--- config.mk ---
export PLATFORM = sky130hd
export DESIGN_NAME = xrv1_iqueue_mw
export DESIGN_NICKNAME = d
export VERILOG_FILES = /design/src/rtl/xrv1_iqueue_mw.sv
export SDC_FILE = /design/constraint.sdc
export NUM_CORES = 1
export LEC_CHECK = 0
export ABC_AREA = 1
export CAP_MARGIN = 30
export CORE_MARGIN = 1.5
export CORE_UTILIZATION = 35
export CTS_BUF_LIST = sky130_fd_sc_hd__clkbuf_8
export DETAILED_ROUTE_END_ITERATION = 6
export RECOVER_POWER = 50
export SYNTH_ARGS = -nofsm -noshare
export SYNTH_HDL_FRONTEND = slang
export SYNTH_SLANG_ARGS = --single-unit
export TNS_END_PERCENT = 100
--- constraint.sdc ---
create_clock -name clk_i -period 5.35 [get_ports clk_i]
set_clock_uncertainty 0.1 [all_clocks]
set_input_delay 0.535 -clock clk_i [delete_from_list [all_inputs] [get_ports clk_i]]
set_output_delay 0.535 -clock clk_i [all_outputs]
set_load 0.03 [all_outputs]
--- src/rtl/xrv1_iqueue_mw.sv ---
// xrv1_iqueue_mw: multi-issue instruction queue for the xrv1 ucore.
// Instructions are accepted in bundles and given consecutive itags. The queue
// records out-of-order completions, retires the oldest run of completed
// entries in order, and tells the issue stage about RAW hazards.
module xrv1_iqueue_mw #(
    parameter  int RF_ADDR_WIDTH_P = 5,
    parameter  int ITAG_WIDTH_P    = 3,
    parameter  int ISSUE_W_P       = 2,
    parameter  int COMPL_W_P       = 2,
    parameter  int RETIRE_W_P      = 2,
    parameter  int NUM_RS_P        = 2,
    localparam int DEPTH_LP        = 2**ITAG_WIDTH_P
) (
    input  logic                                                   clk_i,
    input  logic                                                   rst_i,
    input  logic                                                   flush_i,
    input  logic [ISSUE_W_P-1:0]                                   issue_vld_i,
    output logic                                                   issue_rdy_o,
    input  logic [ISSUE_W_P-1:0]                                   issue_rd_vld_i,
    input  logic [ISSUE_W_P-1:0][RF_ADDR_WIDTH_P-1:0]              issue_rd_addr_i,
    input  logic [ISSUE_W_P-1:0][NUM_RS_P-1:0]                     issue_rs_vld_i,
    input  logic [ISSUE_W_P-1:0][NUM_RS_P-1:0][RF_ADDR_WIDTH_P-1:0] issue_rs_addr_i,
    output logic [ISSUE_W_P-1:0][ITAG_WIDTH_P-1:0]                 issue_itag_o,
    input  logic [COMPL_W_P-1:0]                                   compl_vld_i,
    input  logic [COMPL_W_P-1:0][ITAG_WIDTH_P-1:0]                 compl_itag_i,
    output logic [RETIRE_W_P-1:0]                                  retire_vld_o,
    output logic [RETIRE_W_P-1:0][ITAG_WIDTH_P-1:0]                retire_itag_o,
    output logic [RETIRE_W_P-1:0]                                  retire_rd_vld_o,
    output logic [RETIRE_W_P-1:0][RF_ADDR_WIDTH_P-1:0]             retire_rd_addr_o,
    output logic [ISSUE_W_P-1:0][NUM_RS_P-1:0][DEPTH_LP-1:0]       rs_conflict_o,
    output logic [ISSUE_W_P-1:0][NUM_RS_P-1:0]                     rs_bundle_conflict_o,
    output logic [ITAG_WIDTH_P:0]                                  count_o,
    output logic                                                   compl_err_o
);

    // Issue is only offered when a full bundle is guaranteed to fit.
    localparam logic [ITAG_WIDTH_P:0] RDY_MAX_LP = (ITAG_WIDTH_P+1)'(DEPTH_LP - ISSUE_W_P);

    logic [DEPTH_LP-1:0]                      vld_reg, vld_next;
    logic [DEPTH_LP-1:0]                      done_reg, done_next;
    logic [DEPTH_LP-1:0]                      rd_vld_reg, rd_vld_next;
    logic [DEPTH_LP-1:0][RF_ADDR_WIDTH_P-1:0] rd_addr_reg, rd_addr_next;
    logic [ITAG_WIDTH_P-1:0]                  head_ptr_reg, head_ptr_next;
    logic [ITAG_WIDTH_P-1:0]                  tail_ptr_reg, tail_ptr_next;
    logic [ITAG_WIDTH_P:0]                    count_reg, count_next;
    logic                                     compl_err_reg, compl_err_next;

    logic                         issue_fire;
    logic [ITAG_WIDTH_P:0]        issue_cnt, retire_cnt;
    logic [RETIRE_W_P-1:0]        retire_ok, retire_chain;
    logic [COMPL_W_P-1:0]         compl_ok, compl_bad;
    logic [ITAG_WIDTH_P-1:0]      wr_idx;
    logic                         run;

    assign issue_rdy_o = (count_reg <= RDY_MAX_LP);
    assign issue_fire  = issue_rdy_o & issue_vld_i[0];
    assign count_o     = count_reg;
    assign compl_err_o = compl_err_reg;

    genvar gi, gr, ge;

    // Itags handed to the issue lanes; lane k gets tail + k.
    generate
        for (gi = 0; gi < ISSUE_W_P; gi++) begin : g_itag
            assign issue_itag_o[gi] = tail_ptr_reg + ITAG_WIDTH_P'(gi);
        end
    endgenerate

    // Per-slot readiness of the entries at the head of the queue.
    generate
        for (gi = 0; gi < RETIRE_W_P; gi++) begin : g_retire
            logic [ITAG_WIDTH_P-1:0] slot_idx;
            assign slot_idx             = head_ptr_reg + ITAG_WIDTH_P'(gi);
            assign retire_ok[gi]        = vld_reg[slot_idx] & done_reg[slot_idx];
            assign retire_vld_o[gi]     = retire_chain[gi] & ~flush_i;
            assign retire_itag_o[gi]    = slot_idx;
            assign retire_rd_vld_o[gi]  = rd_vld_reg[slot_idx];
            assign retire_rd_addr_o[gi] = rd_addr_reg[slot_idx];
        end
    endgenerate

    // A slot retires only when every older slot in this cycle also retires.
    always_comb begin
        retire_chain = '0;
        run          = 1'b1;
        for (int s = 0; s < RETIRE_W_P; s++) begin
            run             = run & retire_ok[s];
            retire_chain[s] = run;
        end
    end

    // Completions are accepted only for live, not-yet-done entries.
    generate
        for (gi = 0; gi < COMPL_W_P; gi++) begin : g_compl
            assign compl_ok[gi]  = compl_vld_i[gi] & vld_reg[compl_itag_i[gi]] & ~done_reg[compl_itag_i[gi]];
            assign compl_bad[gi] = compl_vld_i[gi] & ~(vld_reg[compl_itag_i[gi]] & ~done_reg[compl_itag_i[gi]]);
        end
    endgenerate

    // Source operands against every live entry's destination.
    generate
        for (gi = 0; gi < ISSUE_W_P; gi++) begin : g_conf_lane
            for (gr = 0; gr < NUM_RS_P; gr++) begin : g_conf_rs
                for (ge = 0; ge < DEPTH_LP; ge++) begin : g_conf_ent
                    assign rs_conflict_o[gi][gr][ge] = issue_rs_vld_i[gi][gr] & vld_reg[ge] & rd_vld_reg[ge]
                                                     & (issue_rs_addr_i[gi][gr] == rd_addr_reg[ge]);
                end
            end
        end
    endgenerate

    // Source operands against destinations of older lanes in the same bundle.
    always_comb begin
        rs_bundle_conflict_o = '0;
        for (int k = 1; k < ISSUE_W_P; k++) begin
            for (int r = 0; r < NUM_RS_P; r++) begin
                for (int j = 0; j < k; j++) begin
                    if (issue_vld_i[j] && issue_rd_vld_i[j] && (issue_rd_addr_i[j] == issue_rs_addr_i[k][r]))
                        rs_bundle_conflict_o[k][r] = 1'b1;
                end
            end
        end
    end

    // Number of lanes presented and number of slots retiring this cycle.
    always_comb begin
        issue_cnt  = '0;
        retire_cnt = '0;
        for (int k = 0; k < ISSUE_W_P; k++)
            issue_cnt = issue_cnt + (ITAG_WIDTH_P+1)'(issue_vld_i[k]);
        for (int s = 0; s < RETIRE_W_P; s++)
            retire_cnt = retire_cnt + (ITAG_WIDTH_P+1)'(retire_vld_o[s]);
    end

    // Next-state: retire clears, completion marks done, issue fills; flush wins.
    always_comb begin
        vld_next       = vld_reg;
        done_next      = done_reg;
        rd_vld_next    = rd_vld_reg;
        rd_addr_next   = rd_addr_reg;
        head_ptr_next  = head_ptr_reg + retire_cnt[ITAG_WIDTH_P-1:0];
        tail_ptr_next  = tail_ptr_reg;
        count_next     = count_reg - retire_cnt;
        compl_err_next = |compl_bad;
        wr_idx         = '0;

        for (int s = 0; s < RETIRE_W_P; s++) begin
            if (retire_vld_o[s]) begin
                wr_idx              = head_ptr_reg + ITAG_WIDTH_P'(s);
                vld_next[wr_idx]    = 1'b0;
                done_next[wr_idx]   = 1'b0;
                rd_vld_next[wr_idx] = 1'b0;
            end
        end

        for (int c = 0; c < COMPL_W_P; c++) begin
            if (compl_ok[c])
                done_next[compl_itag_i[c]] = 1'b1;
        end

        // Issue slots are always free here: readiness leaves room for a full bundle.
        if (issue_fire) begin
            for (int k = 0; k < ISSUE_W_P; k++) begin
                if (issue_vld_i[k]) begin
                    wr_idx               = tail_ptr_reg + ITAG_WIDTH_P'(k);
                    vld_next[wr_idx]     = 1'b1;
                    done_next[wr_idx]    = 1'b0;
                    rd_vld_next[wr_idx]  = issue_rd_vld_i[k];
                    rd_addr_next[wr_idx] = issue_rd_addr_i[k];
                end
            end
            tail_ptr_next = tail_ptr_reg + issue_cnt[ITAG_WIDTH_P-1:0];
            count_next    = count_reg + issue_cnt - retire_cnt;
        end

        if (flush_i) begin
            vld_next       = '0;
            done_next      = '0;
            rd_vld_next    = '0;
            head_ptr_next  = '0;
            tail_ptr_next  = '0;
            count_next     = '0;
            compl_err_next = 1'b0;
        end
    end

    // State registers with asynchronous reset.
    always_ff @(posedge clk_i or posedge rst_i) begin
        if (rst_i) begin
            vld_reg       <= '0;
            done_reg      <= '0;
            rd_vld_reg    <= '0;
            rd_addr_reg   <= '0;
            head_ptr_reg  <= '0;
            tail_ptr_reg  <= '0;
            count_reg     <= '0;
            compl_err_reg <= 1'b0;
        end else begin
            vld_reg       <= vld_next;
            done_reg      <= done_next;
            rd_vld_reg    <= rd_vld_next;
            rd_addr_reg   <= rd_addr_next;
            head_ptr_reg  <= head_ptr_next;
            tail_ptr_reg  <= tail_ptr_next;
            count_reg     <= count_next;
            compl_err_reg <= compl_err_next;
        end
    end

    // Lane valids must form a contiguous run starting at lane 0.
    assert property (@(posedge clk_i) disable iff (rst_i)
        ((issue_vld_i + ISSUE_W_P'(1)) & issue_vld_i) == '0);

endmodule

=== Yosys cells after proc, flatten, opt, wreduce, memory -nomap -nowiden ===
Cells that the tools add are included.
W data, S select, Z words.

* Bits in registers: 75
* Word-level logic and storage cells: 291

* Add/subtract/negate cells: 9
* $lt $le $gt $ge: 13
* Equality and inequality tests: 34
* Muxes and demuxes: 78
* Bitwise gates (word level): 131
* Reduce and logical (&&, ||, !) cells: 11

{| class="wikitable"
|+ Operator list
! operator !! count
|-
| $mux W8 || 23
|-
| $eq A5 B5 Y1 || 34
|-
| $mux W40 || 3
|-
| $and A1 B1 Y1 || 110
|-
| $bwmux W40 || 2
|-
| $and A8 B8 Y8 || 8
|-
| $not A8 Y8 || 4
|-
| $or A8 B8 Y8 || 4
|-
| $bmux W1 S3 || 10
|-
| $bmux W5 S3 || 2
|-
| $demux W5 S3 || 2
|-
| $lt A3 B4 Y1 const B || 6
|-
| $mux W5 || 4
|-
| $mux W1 || 19
|-
| $demux W1 S3 || 6
|-
| $ge A3 B1 Y1 const B || 6
|-
| $bwmux W8 || 2
|-
| $logic_and A1 B1 Y1 || 9
|-
| $mux W3 || 3
|-
| $mux W4 || 2
|-
| $sub A4 B2 Y4 || 2
|-
| $add A3 B1 Y3 const B || 2
|-
| $add A3 B2 Y3 || 2
|-
| $not A1 Y1 || 5
|-
| other kinds (5) || 6
|}

=== Logic depth before layout (Yosys ltp) ===
* Depth after elaboration: 20
* Gate-level depth with buffers: 22
* Depth with buffers taken out: 20

=== Least setup slack after synthesis ===
No wires, ideal clock.

* Kind: flip-flop to flip-flop
* From: register head_ptr_reg[1]
* To: register count_reg[2], in the netlist count_o[2]
* Setup time: 0.123 ns
* Arrival time: 3.498 ns
* Data required time: 5.127 ns
* Setup slack: 1.628 ns
* Stages on the path, launching flop included: 17
* Path buffers: 0
* Period minus slack after synthesis: 3.722 ns
* Cell sequence: dfrtp_1 -> ha_1 -> inv_1 -> nand2_1 -> nand2_1 -> nand2_1 -> nand2_1 -> nand2_1 -> inv_2 -> nand2_1 -> inv_1 -> ha_1 -> fa_1 -> inv_1 -> fa_1 -> xor2_1 -> o2bb2ai_1

{| class="wikitable"
|+ RTL lines
! what !! RTL line !! source
|-
| start: declaration || 43 || <nowiki>logic [ITAG_WIDTH_P-1:0] head_ptr_reg, head_ptr_next;</nowiki>
|-
| start signal: assignment || 203 || <nowiki>head_ptr_reg <= head_ptr_next;</nowiki>
|-
| end signal: assignment || 205 || <nowiki>count_reg <= count_next;</nowiki>
|-
| end: declaration || 45 || <nowiki>logic [ITAG_WIDTH_P:0] count_reg, count_next;</nowiki>
|}

==> impl_results.md <==
* Clock Latency Late Sink at 0.38 ns
* CTS sink cnt at 75
* Post-Synthesis Cell Area at 8219 µm²
* CTS tree: built
* RR Startpoint: head_ptr_reg[1]
* Final setup vio count at 0
* Total GRT Usage at 29.35%
* Power Dens Cells at 317.0 nW/µm²
* Synth unique cells at 50
* Fmax at 245.3 MHz
* Max_slew headroom at 0.7648%
* RSZ-0062 raised after global routing: false
* Violated checks: max-capacitance violations
* CP max FO at 9
* DP Area at 9399 µm²
* Htree depth at 3
* Clk Tree Root Cell: clkbuf_8
* HPWL after DPL at 28.19 mm
* Final Hold Fails at 0
* Hold-fix buffer count after cts at 0
* Wire per inst at 21.85 µm
* Drt drc at 0
* Yosys reg bits at 75
* Initial DRC Count at 1070
* Post_cts resized at 0
* Arrival @ worst endpoint at 3.44 ns
* Crit path max-delay cell type: clkdlybuf4s50_1
* Routability congestion estimate at 1.040
* Yosys warning total at 0
* Power, Total at 3.044 mW
* Die Width at 156.2 µm
* CP Depth at 8
* Top-area cell type share of the netlist area at 22.83%
* R2r endpoint: count_o[3]
* Top cells by area, synth: dfrtp_1 (23%), nand2_1 (15%), inv_1 (7.4%), xor2_1 (5.0%), o21ai_0 (5.0%)
* Worst Setup Start Kind: flop
* FFs w/ async S/R, synth at 100.0%
* Crit path to: retire_rd_addr_o[5]
* Proportion of layout cells with a drive suffix above 1 at 4.751%
* Clk slew on worst S/H paths at 0.09 ns
* VDD IR max at 0.1185 mV
* Starting Density at 35.97%
* Crit-path cells: ha_1 > inv_1 > nor2_1 > nand2_1 > inv_1 > a21oi_1 > o2111ai_1 > clkdlybuf4s50_1
* Crit-path most repeated cell: inv_1
* Fillcell total at 2503
* I/O Buffers at 114
* CORE AREA at 22850 µm²
* Via count at 9335
* Mapped Avg Cell Area at 6.431 µm²
* Post-synth EDFFs at 0
* GRT overflow at 0
* Slew Viols, Final at 0
* Largest net degree at the start of global routing at 49
* CTS Buf Count at 9
* First-pass GRT wire length at 53.57 mm
* Min Tclk post-route at 4.077 ns
* I/O pins at 117
* WL final at 35.81 mm
* Antenna-violating nets left at 0
* Final period util at 76.20%
* Top delay family on crit path: buffers and inverters
* Worst Max-Slew Pin Slew at 1.480 ns
* Main flop type after synthesis: dfrtp_1
* Setup crit start: head_ptr_reg[1]
* DR vias/cell at 5.696
* Area growth syn-to-layout at 16.84%
* Die Footprint at 24410 µm²
* Outcome: finished, violations left
* Vias in the first global route at 8467
* Die height at 156.2 µm
* Leading area contributor after synthesis: dfrtp_1
* Leakage at 4.225 nW
* Setup TNS at 0 ns
* Critical path capture point type: primary output
* Reg2reg path depth at 19
* Rows at 55
* CTS max path bufs at 2
* CP bufs+invs at 3
* R2R Setup Slk at 1.70 ns
* Setup Fix Bufs, Post-CTS at 0
* Initial antenna violation count at 0
* # diodes at 0
* Largest register FFs at 40
* Setup CP Type: flop to primary output
* Hold Crit Class: flop to flop
* Cells after synthesis at 1278
* DRT Pass-1 Iters at 7
* Crit-path max cell delay at 0.76 ns
* Register area share after synthesis at 22.83%
* Cell area after layout at 9603 µm²
* Worst Hold Depth at 2
* Max Cap Viol at 1
* WP data required at 4.72 ns
* Fin nets at 1388
[how the worst min path moves through the flow]
stage | from | to | slack [ns]
after detailed placement | done_reg[4] | done_reg[4] | 0.48
after floorplan | done_reg[4] | done_reg[4] | 0.44
final | done_reg[0] | done_reg[0] | 0.50
after CTS | rst_i | tail_ptr_reg[1] | 0.42
after global routing | done_reg[4] | done_reg[4] | 0.54
after global placement | done_reg[4] | done_reg[4] | 0.48
[cell usage in the layout (no fill, tap or decap), types with 41 or more instances in the layout]
cell / synthesis / final
nand2_1: 339 / 339
nor2_1: 48 / 48
inv_1: 162 / 166
nand3_1: 64 / 64
clkdlybuf4s50_1: 0 / 97
nor3_1: 43 / 43
dfrtp_1: 75 / 75
o21ai_0: 82 / 85
xor2_1: 47 / 47
xnor2_1: 44 / 44
o22ai_1: 41 / 41
[area by class of cell]
| type | instances | area [µm²] | area share, % |
|---|---|---|---|
| well taps | 313 | 391.6 | 4.078 |
| clock inverters | 6 | 88.84 | 0.9251 |
| flip-flops and latches | 75 | 1877 | 19.54 |
| repair buffers | 118 | 1171 | 12.20 |
| clock buffers | 10 | 137.6 | 1.433 |
| inverters | 185 | 698.2 | 7.270 |
| multi-input cells | 932 | 5239 | 54.55 |
[per-layer routing]
layer,part of all wire [%],track usage [%]
met5,0,0
met2,42,44.32
met4,3.5,10.34
met3,11,5.954
met1,43,41.29
[synth_stat cells (all sizes together), types with 2 or more instances]
cell / n
buf: 33
xnor2: 44
o2111ai: 9
dfrtp: 75
a21oi: 39
a2111oi: 3
o221ai: 6
ha: 13
xor2: 47
nor3: 43
a221oi: 21
o2bb2ai: 2
nand2: 344
inv: 181
o21ai: 89
nor2: 51
clkinv: 4
a22oi: 8
a211oi: 3
nand3: 80
o22ai: 41
fa: 5
nand4: 22
clkbuf: 54
o211ai: 38
nor4: 14
[kinds of logic (layout without fill, tap and decap cells)]
group / Yosys count / in the layout / synth area share, %
AND/OR/NAND/NOR: 557 / 557 / 30.29
buffers and inverters: 272 / 319 / 13.20
AO/OA/AOI/OAI: 263 / 263 / 20.60
adder cells (fa/ha/maj): 18 / 18 / 3.197
multiplexers: 1 / 1 / 0.1370
XOR/XNOR: 91 / 91 / 9.697
other: 1 / 2 / 0.04563
flip-flops: 75 / 75 / 22.83
[through the flow]
stage	hold slack [ns]	instances	util, %	worst slack, ns
floorplan	0.4386	1279	-	1.628
global placement	0.4785	1622	41.11	1.670
detailed placement	0.4769	1623	41.14	1.567
CTS	0.4225	1639	42.13	1.440
global route	0.5351	1639	42.03	1.183
finish	0.4968	1639	42.03	1.273
[worst register-to-register path, stage by stage (launching register included)]
cell,delay (ns)
dfrtp_1,0.54
ha_1,0.51
inv_1,0.16
nand2_1,0.09
nand2_1,0.05
nand2_1,0.05
nand2_1,0.06
nand2_1,0.11
inv_2,0.13
nand2_1,0.10
inv_1,0.05
ha_1,0.25
fa_1,0.52
inv_1,0.07
ha_1,0.19
a21oi_1,0.15
nand2_1,0.08
o21ai_0,0.15
a21oi_1,0.06
a211oi_1,0.15
[report_power, final]
group	switching, mW	leakage [nW]	internal (mW)	total [mW]
clock network	0.240	0.114	0.277	0.517
registers	0.431	0.922	0.707	1.14
logic	0.869	3.19	0.520	1.39
total	1.54	4.22	1.50	3.04
No activity file was read; power rests on OpenSTA's default activity.
